File: src/rtl/pipe_pkg.sv
// Shared definitions for the elastic pipeline boundary registers
// (IF/ID now, ID/EX and EX/MEM later).
package pipe_pkg;

  typedef enum logic [1:0] {
    EMPTY = 2'd0,
    ONE   = 2'd1,
    FULL  = 2'd2
  } elastic_state_t;

  // Instruction field positions decoded at the stage boundary
  localparam int TYPE_HI = 31;
  localparam int TYPE_LO = 30;
  localparam int OP_HI   = 29;
  localparam int OP_LO   = 25;

  localparam logic [31:0] NOP_INSTR_DEFAULT = 32'h0000_0000;

endpackage

File: src/rtl/pipe_sat_counter.sv
// Saturating event counter, updated on the falling edge, cleared only by rst.
module pipe_sat_counter #(
  parameter int W = 16
) (
  input  logic         clk,
  input  logic         rst,
  input  logic         inc,
  output logic [W-1:0] cnt
);

  always_ff @(negedge clk or posedge rst) begin
    if (rst) begin
      cnt <= '0;
    end else if (inc && (cnt != {W{1'b1}})) begin
      cnt <= cnt + 1'b1;
    end
  end

endmodule

File: src/rtl/if_id_elastic_stage.sv
// IF/ID boundary: two-entry skid-buffered register with flush and
// saturating stall/bubble counters. All state changes on the falling edge.
module if_id_elastic_stage
  import pipe_pkg::*;
#(
  parameter int                 PC_W      = 32,
  parameter int                 INSTR_W   = 32,
  parameter logic [INSTR_W-1:0] NOP_INSTR = INSTR_W'(NOP_INSTR_DEFAULT),
  parameter int                 CNT_W     = 16
) (
  input  logic               clk,
  input  logic               rst,
  input  logic               flush,
  input  logic               in_valid,
  output logic               in_ready,
  input  logic [PC_W-1:0]    in_pc,
  input  logic [INSTR_W-1:0] in_instr,
  output logic               out_valid,
  input  logic               out_ready,
  output logic [PC_W-1:0]    out_pc,
  output logic [INSTR_W-1:0] out_instr,
  output logic [1:0]         out_type,
  output logic [4:0]         out_op,
  output logic [CNT_W-1:0]   stall_cnt,
  output logic [CNT_W-1:0]   bubble_cnt,
  output elastic_state_t     state_dbg
);

  elastic_state_t     state, state_nxt;
  logic [PC_W-1:0]    main_pc, skid_pc;
  logic [INSTR_W-1:0] main_instr, skid_instr;

  logic acc, con;
  logic load_main_in, load_main_skid, clear_main;
  logic load_skid, clear_skid;

  // Handshake: a transfer happens on a falling edge where valid & ready are
  // both high; in_ready depends only on registered state, never on out_ready.
  assign in_ready  = (state != FULL);
  assign out_valid = (state != EMPTY);
  assign acc       = in_valid & in_ready;
  assign con       = out_valid & out_ready;

  always_comb begin
    state_nxt      = state;
    load_main_in   = 1'b0;
    load_main_skid = 1'b0;
    clear_main     = 1'b0;
    load_skid      = 1'b0;
    clear_skid     = 1'b0;
    if (flush) begin
      state_nxt  = EMPTY;
      clear_main = 1'b1;
      clear_skid = 1'b1;
    end else begin
      case (state)
        EMPTY: begin
          if (acc) begin
            state_nxt    = ONE;
            load_main_in = 1'b1;
          end
        end
        ONE: begin
          if (acc && con) begin
            load_main_in = 1'b1;
          end else if (acc) begin
            state_nxt = FULL;
            load_skid = 1'b1;
          end else if (con) begin
            state_nxt  = EMPTY;
            clear_main = 1'b1;
          end
        end
        FULL: begin
          if (con) begin
            state_nxt      = ONE;
            load_main_skid = 1'b1;
          end
        end
        default: begin
          state_nxt  = EMPTY;
          clear_main = 1'b1;
          clear_skid = 1'b1;
        end
      endcase
    end
  end

  // Payload only moves under acc, so X on idle inputs never reaches state
  always_ff @(negedge clk or posedge rst) begin
    if (rst) begin
      state      <= EMPTY;
      main_pc    <= '0;
      main_instr <= NOP_INSTR;
      skid_pc    <= '0;
      skid_instr <= '0;
    end else begin
      state <= state_nxt;
      if (clear_main) begin
        main_pc    <= '0;
        main_instr <= NOP_INSTR;
      end else if (load_main_in) begin
        main_pc    <= in_pc;
        main_instr <= in_instr;
      end else if (load_main_skid) begin
        main_pc    <= skid_pc;
        main_instr <= skid_instr;
      end
      if (clear_skid) begin
        skid_pc    <= '0;
        skid_instr <= '0;
      end else if (load_skid) begin
        skid_pc    <= in_pc;
        skid_instr <= in_instr;
      end
    end
  end

  assign out_pc    = main_pc;
  assign out_instr = main_instr;
  assign out_type  = main_instr[TYPE_HI:TYPE_LO];
  assign out_op    = main_instr[OP_HI:OP_LO];
  assign state_dbg = state;

  pipe_sat_counter #(.W(CNT_W)) u_stall_cnt (
    .clk (clk),
    .rst (rst),
    .inc (in_valid & ~in_ready & ~flush),
    .cnt (stall_cnt)
  );

  pipe_sat_counter #(.W(CNT_W)) u_bubble_cnt (
    .clk (clk),
    .rst (rst),
    .inc (out_ready & ~out_valid & ~flush),
    .cnt (bubble_cnt)
  );

endmodule

File: config.mk
export PLATFORM = sky130hd
export DESIGN_NAME = if_id_elastic_stage
export DESIGN_NICKNAME = d
export VERILOG_FILES = /design/src/rtl/pipe_pkg.sv /design/src/rtl/pipe_sat_counter.sv /design/src/rtl/if_id_elastic_stage.sv
export SDC_FILE = /design/constraint.sdc
export NUM_CORES = 1
export LEC_CHECK = 0
export BUFFER_PORTS_ARGS = -buffer_cell sky130_fd_sc_hd__buf_2
export CAP_MARGIN = 20
export CORE_UTILIZATION = 35
export CTS_CLUSTER_DIAMETER = 200
export DETAILED_ROUTE_END_ITERATION = 6
export GPL_TIMING_DRIVEN = 0
export SYNTH_ARGS = -nofsm -noshare
export SYNTH_HDL_FRONTEND = slang
export SYNTH_SLANG_ARGS = --single-unit
File: constraint.sdc
create_clock -name clk -period 9.56 [get_ports clk]
set_input_delay 1.912 -clock clk [delete_from_list [all_inputs] [get_ports clk]]
set_output_delay 1.912 -clock clk [all_outputs]
set_load 0.03 [all_outputs]
==> PnR_summary.wiki, run 1 <==
{| class="wikitable"
! Metric !! Value
|-
| Combinational family with the most area after synthesis || compound AO/OA/AOI/OAI gates
|-
| Layout overhead on the synthesized area || 27.1%
|-
| Series of cell instances along the critical path || buf_2 > nand2b_1 > nand4b_1 > clkbuf_1 > buf_1 > mux2i_1 > o2bb2ai_1
|-
| FFs w/ async S/R, synth || 100%
|-
| Area of the die || 20,300 um2
|-
| Boundary Pins || 176
|-
| Via count of the first global-routing pass || 5,234
|-
| Maximum number of pins on one net before global-route repair || 45
|-
| Final Skew || 0.00682 ns
|-
| Transition time of the tightest slew-check pin || 1.02 ns
|-
| Total Negative Setup Slacks || 0 ns
|-
| Multiplexer area fraction after synthesis || 10.4%
|-
| Detailed Route Iter0 Violations || 282
|-
| Total power per unit cell area || 188 nW/um2
|-
| DR WL/cell || 17.4 um
|-
| Pre-CTS WS || 0.559 ns
|-
| Fraction of the mapped netlist area in compound gates || 17.3%
|-
| First-pass GRT wire length || 28,200 um
|-
| Post-Synthesis Mean Instance Area || 13.0 um2
|-
| Cell Count Post-Placement || 978
|-
| Maximum clock insertion buffer count || 2
|-
| Core ar. || 19,400 um2
|-
| Vert. Die Dim || 143 um
|-
| Register bit count reported by yosys || 162
|-
| Xor/xnor cell area share of the yosys netlist || 3.04%
|-
| Area of all placed cells without fillers || 8790 um2
|-
| Predominant post-synthesis flop cell || dfrtn_1
|-
| Simple-gate portion of the synthesized area || 6.98%
|-
| Count of hold-fix buffers inserted at cts || 0
|-
| Chip width || 143 um
|-
| Via-to-Cell Ratio || 5.23
|-
| Slew Limit Headroom || 31.1%
|-
| Path category of the worst min-delay check || flip-flop to flip-flop
|-
| Dominant cell type by area after synthesis || dfrtn_1
|-
| Crit end category || flip-flop
|-
| Final Non-Filler Cells || 1,010
|-
| Largest cells by area after synthesis || dfrtn_1 (59%), mux2i_1 (9.5%), a22o_1 (8.1%), o2bb2ai_1 (8.1%), xor2_1 (2.7%)
|-
| RSZ-0062 raised after global routing || false
|-
| Critical Setup Path Class || input pin to flip-flop
|-
| Cell area after placement || 8220 um2
|-
| Unique cell type count in the Yosys netlist || 43
|-
| Clock latency on the worst-skew pair || 0.40 ns
|-
| CTS clock-pin slew for the worst setup and hold paths || 0.05 ns
|-
| TritonCTS Buffers || 17
|-
| Port Buffers || 174
|-
| MaxCap Viol Count || 0
|-
| Worst path top cell family by delay || buffers and inverters
|-
| Overall fraction of global-route tracks in use || 18.0%
|-
| Root Driver || clkbuf_16
|-
| CTS tree || yes
|-
| Final count of negative-setup-slack endpoints || 0
|-
| Data required time of the critical path || 5.00 ns
|-
| Fraction of final layout cells sized beyond drive strength 1 || 31.7%
|-
| Antenna fix cells || 0
|-
| Worst setup margin || 1.01 ns
|-
| Synthesized net count || 605
|-
| Starting density of the core || 35.7%
|-
| Crit start category || input pin
|-
| DP HPWL || 12,200 um
|-
| Longest individual stage delay on the worst path || 0.65 ns
|-
| Count of endpoints failing hold in the final timing report || 0
|-
| Total number of vias || 5,285
|-
| Pre-antenna DRT Iters || 4
|-
| Run status || complete, no violations
|-
| FP Rows || 51
|-
| Post-cts sizing count || 0
|-
| Share of synthesized area occupied by flip-flops and latches || 58.6%
|-
| Initial antenna violation count || 0
|-
| Buffer count from post-CTS setup fixing || 0
|-
| Maximum level of the CTS H-tree || 4
|-
| Final nets || 803
|-
| Pins over their slew limit || 0
|-
| Warnings, synthesis || 0
|-
| Synthesized-area fraction occupied by adder cells || 0.362%
|-
| Max Fanout on Critical Path || 10
|-
| Post-synthesis instance area || 6920 um2
|-
| Static Leakage || 4.64 nW
|-
| Final routed DRC violation total || 0
|-
| Synth cell count leaders || dfrtn_1 (162), mux2i_1 (66), a22o_1 (64), o2bb2ai_1 (64), clkbuf_1 (24)
|-
| CP Data Arrival Time || 3.99 ns
|-
| Antenna-violating nets left || 0
|-
| Most used standard cell by instance count after synthesis || dfrtn_1
|-
| CTS sink count || 162
|-
| Final Wtd Congestion || 0.861
|-
| Grt total ovfl || 0
|-
| Final Core Density || 45.3%
|-
| Buffers & Inverters on Critical Path || 3
|-
| Worst-case vdd ir drop || 116 uV
|-
| Number of enable flip-flop cells after synthesis || 0
|-
| Total length of routed wires || 17,600 um
|-
| Crit path max-delay cell type || buf_1
|-
| Top cell type's share of synthesized area || 58.6%
|-
| Cell count after synthesis || 534
|}
[path summary, 6_finish.rpt]
| kind | from | to | slack, ns | cells past startpoint |
|---|---|---|---|---|
| max | out_ready | out_pc[23] | 1.01 | 7 |
| min | out_instr[21] | out_instr[21] | 0.43 | 1 |
| max reg2reg | state_dbg[1] | out_pc[23] | 6.94 | 7 |
| min reg2reg | out_instr[21] | out_instr[21] | 0.43 | 1 |
| max in group asynchronous | rst | skid_instr[25] | 2.47 | 4 |
| min in group asynchronous | rst | u_bubble_cnt.cnt[10] | 6.23 | 2 |
[worst register-to-register path, delay by kind of cell (launching register included)]
kind                   cells  cell delay [ns]
and+or+nand+nor            1             0.09
muxes                      1             0.30
DFF                        1             0.41
buffers and inverters      4             1.58
AOI/OAI and AO/OA          1             0.09
[kinds of logic after synthesis]
logic type | Yosys count
xor+xnor | 24
compound gates | 140
simple gates | 85
fa+ha+maj | 2
mux | 71
flops | 162
buf+inv | 50
[placed cells by master (no fill, tap or decap), types with 2 or more instances in the layout]
cell type	netlist	routed
nor4_1	5	5
and3_1	2	2
xor2_1	21	21
mux2_2	4	4
buf_1	7	7
clkbuf_16	0	17
ha_1	2	2
mux2i_1	66	66
nand3_1	10	10
clkbuf_1	24	24
a22o_1	64	64
buf_2	4	178
o2bb2ai_1	64	64
inv_1	6	5
buf_4	7	7
dfrtn_1	162	162
or3_1	3	3
nand2b_1	3	3
nor4b_1	4	4
nor3_1	10	10
buf_6	2	3
inv_8	0	2
clkinvlp_4	0	3
o21ai_0	3	3
nor2_1	14	14
nand4_1	8	8
nand2_1	13	13
inv_6	0	6
a21oi_1	4	4
buf_12	0	4
clkinv_4	0	2
xnor2_1	3	3
or2_2	2	2
clkinv_2	0	2
[routing by layer]
metal / vias up / routed length (um) / GRT usage (%)
met5: - / 0 / 0
met1: 2687 / 8140 / 24.7
met2: 169 / 8290 / 28.0
li1: 2408 / - / -
met3: 21 / 922 / 3.80
met4: 0 / 255 / 6.45
[flip-flops by register name, summed over array words and instances (netlist names)]
name / count
u_bubble_cnt.cnt: 16
out_instr: 32
skid_pc: 32
skid_instr: 32
state_dbg: 2
u_stall_cnt.cnt: 16
out_pc: 32
[layout make-up]
type                       count  area, um2
inverter                       6       26.3
timing repair buffer         179        962
fill                        1841      10600
clock buffer                  17        425
tap                          265        332
sequential                   162       4050
multi-input combinational    322       2640
clock inverter                15        148
buffer                        44        211
[per-stage QoR]
stage	hold WS, ns	total power, mW
after floorplan	0.426	0.909
after global placement	0.430	0.985
after detailed placement	0.428	0.996
after CTS	0.436	1.67
after global routing	0.449	1.73
final	0.433	1.66
[power by group]
group	leakage [nW]	switching, mW	total [mW]	internal (mW)
sequential	2.22	0.0331	0.757	0.724
clock	0.279	0.306	0.673	0.367
combinational	2.14	0.148	0.226	0.0772
No activity file was read; power rests on OpenSTA's default activity.
==> run 2: changes to the inputs <==
--- a/config.mk
+++ b/config.mk
@@ -10,7 +10,7 @@
 export CORE_UTILIZATION = 35
 export CTS_CLUSTER_DIAMETER = 200
 export DETAILED_ROUTE_END_ITERATION = 6
-export GPL_TIMING_DRIVEN = 0
+export GPL_TIMING_DRIVEN = 1
 export SYNTH_ARGS = -nofsm -noshare
 export SYNTH_HDL_FRONTEND = slang
 export SYNTH_SLANG_ARGS = --single-unit
==> PnR_summary.wiki, run 2 (synthesis gave the netlist of run 1 again) <==
{| class="wikitable"
! Metric !! Value
|-
| Run status || complete, no violations
|-
| Worst setup margin || 1.24 ns
|-
| Crit end category || flip-flop
|-
| Data required time of the critical path || 5.02 ns
|-
| Core ar. || 19,400 um2
|-
| Pre-antenna DRT Iters || 5
|-
| DP HPWL || 10,400 um
|-
| Root Driver || clkbuf_16
|-
| Max Fanout on Critical Path || 9
|-
| Fraction of final layout cells sized beyond drive strength 1 || 32.4%
|-
| RSZ-0062 raised after global routing || false
|-
| Worst path top cell family by delay || simple AND/OR/NAND/NOR gates
|-
| Highest-utilization routing layer at the global route stage || met2
|-
| Crit start category || input pin
|-
| Total power per unit cell area || 189 nW/um2
|-
| Total number of vias || 5,081
|-
| Initial antenna violation count || 0
|-
| Chip width || 143 um
|-
| Internal Dissipation || 1.18 mW
|-
| Detailed Route Iter0 Violations || 293
|-
| Switch share || 27.6%
|-
| Maximum number of pins on one net before global-route repair || 163
|-
| Slew Limit Headroom || 38.5%
|-
| Maximum clock insertion buffer count || 2
|-
| Most common library cell in the layout ignoring fill and taps || buf_2
|-
| Final Skew || 0.00752 ns
|-
| Via-to-Cell Ratio || 5.22
|-
| Gate power share || 13.3%
|-
| First-pass GRT wire length || 26,800 um
|-
| Starting density of the core || 35.7%
|-
| Vert. Die Dim || 143 um
|-
| Met1 layer usage reported by global route || 24.3%
|-
| Boundary Pins || 176
|-
| CTS clock-pin slew for the worst setup and hold paths || 0.05 ns
|-
| Series of cell instances along the critical path || buf_2 > or4b_4 > or4_4 > nor3_2 > mux2_1
|-
| Worst hold slack after final layout || 0.431 ns
|-
| Crit path max-delay cell type || or4b_4
|-
| Antenna-violating nets left || 0
|-
| Overall fraction of global-route tracks in use || 17.0%
|-
| Buffer count from post-CTS setup fixing || 0
|-
| Area of the die || 20,300 um2
|-
| Layout overhead on the synthesized area || 24.4%
|-
| Total Negative Setup Slacks || 0 ns
|-
| Final Wtd Congestion || 0.830
|-
| Count of endpoints failing hold in the final timing report || 0
|-
| Cell Count Post-Placement || 940
|-
| Final Non-Filler Cells || 973
|-
| CTS tree || yes
|-
| Post-cts sizing count || 0
|-
| FP Rows || 51
|-
| TritonCTS Buffers || 17
|-
| Switching power || 449 uW
|-
| Transition time of the tightest slew-check pin || 0.922 ns
|-
| Layout fillers || 1,834
|-
| Count of hold-fix buffers inserted at cts || 0
|-
| Path category of the worst min-delay check || flip-flop to flip-flop
|-
| CTS sink count || 162
|-
| MaxCap Viol Count || 0
|-
| Grt total ovfl || 0
|-
| CP Data Arrival Time || 3.78 ns
|-
| Pins over their slew limit || 0
|-
| Pre-CTS WS || 0.834 ns
|-
| Global routing met2 resource utilization || 24.9%
|-
| Via count of the first global-routing pass || 4,955
|-
| Clock latency on the worst-skew pair || 0.39 ns
|-
| Worst-case vdd ir drop || 112 uV
|-
| DR WL/cell || 17.0 um
|-
| Port Buffers || 175
|-
| Clock group share of total power || 40.0%
|-
| Sequential power share || 46.7%
|-
| Buffers & Inverters on Critical Path || 1
|-
| Longest individual stage delay on the worst path || 0.60 ns
|-
| Final nets || 766
|-
| Static Leakage || 4.54 nW
|-
| Final routed DRC violation total || 0
|-
| Total length of routed wires || 16,600 um
|-
| Critical Setup Path Class || input pin to flip-flop
|-
| Maximum level of the CTS H-tree || 4
|-
| Global routing met3 resource utilization || 4.00%
|-
| Top library cells by usage in the layout, fill and taps aside || buf_2 (175), dfrtn_1 (162), mux2i_1 (66)
|-
| Final count of negative-setup-slack endpoints || 0
|}
run 2: cell type report:
type                       count  area [um2]  share of cell area, %
sequential                   162        4050                   47.1
multi-input combinational    322        2670                   31.0
timing repair buffer         186         968                   11.2
clock buffer                  23         478                   5.55
tap                          265         332                   3.85
clock inverter                 8        80.1                  0.930
inverter                       6        26.3                  0.305
antenna                        1        2.50                 0.0291
run 2: final timing paths:
check,from,to,slack [ns],cells after the start
worst max register to register,state_dbg[0],u_bubble_cnt.cnt[14],7.18,4
worst min-delay path,out_pc[18],out_pc[18],0.43,1
max in group asynchronous,rst,skid_instr[21],2.41,3
worst min register to register,out_pc[18],out_pc[18],0.43,1
worst max-delay path,flush,u_bubble_cnt.cnt[14],1.24,5
min in group asynchronous,rst,skid_pc[7],6.40,3
run 2: metrics by stage:
| stage | instance area (um2) | power [mW] | util, % |
|---|---|---|---|
| floorplan | 6920 | 0.909 | - |
| global placement | 8040 | 0.982 | 41.5 |
| detailed placement | 8040 | 0.989 | 41.5 |
| CTS | 8600 | 1.65 | 44.3 |
| global route | 8610 | 1.70 | 44.4 |
| finish | 8610 | 1.62 | 44.4 |
run 2: power groups by stage:
stage                     Sequential, mW  Combinational [mW]  Clock (mW)
after floorplan                    0.814              0.0956           0
after global placement             0.768               0.214           0
after detailed placement           0.768               0.220           0
after CTS                          0.758               0.220       0.669
after global routing               0.763               0.235       0.700
final                              0.758               0.216       0.649
run 2: routing by layer:
layer / vias to the layer above / part of all wire, % / wire (um)
li1: 2326 / - / -
met5: - / 0 / 0
met3: 13 / 6.3 / 1040
met1: 2555 / 48 / 7960
met4: 0 / 1.2 / 205
met2: 187 / 44 / 7340
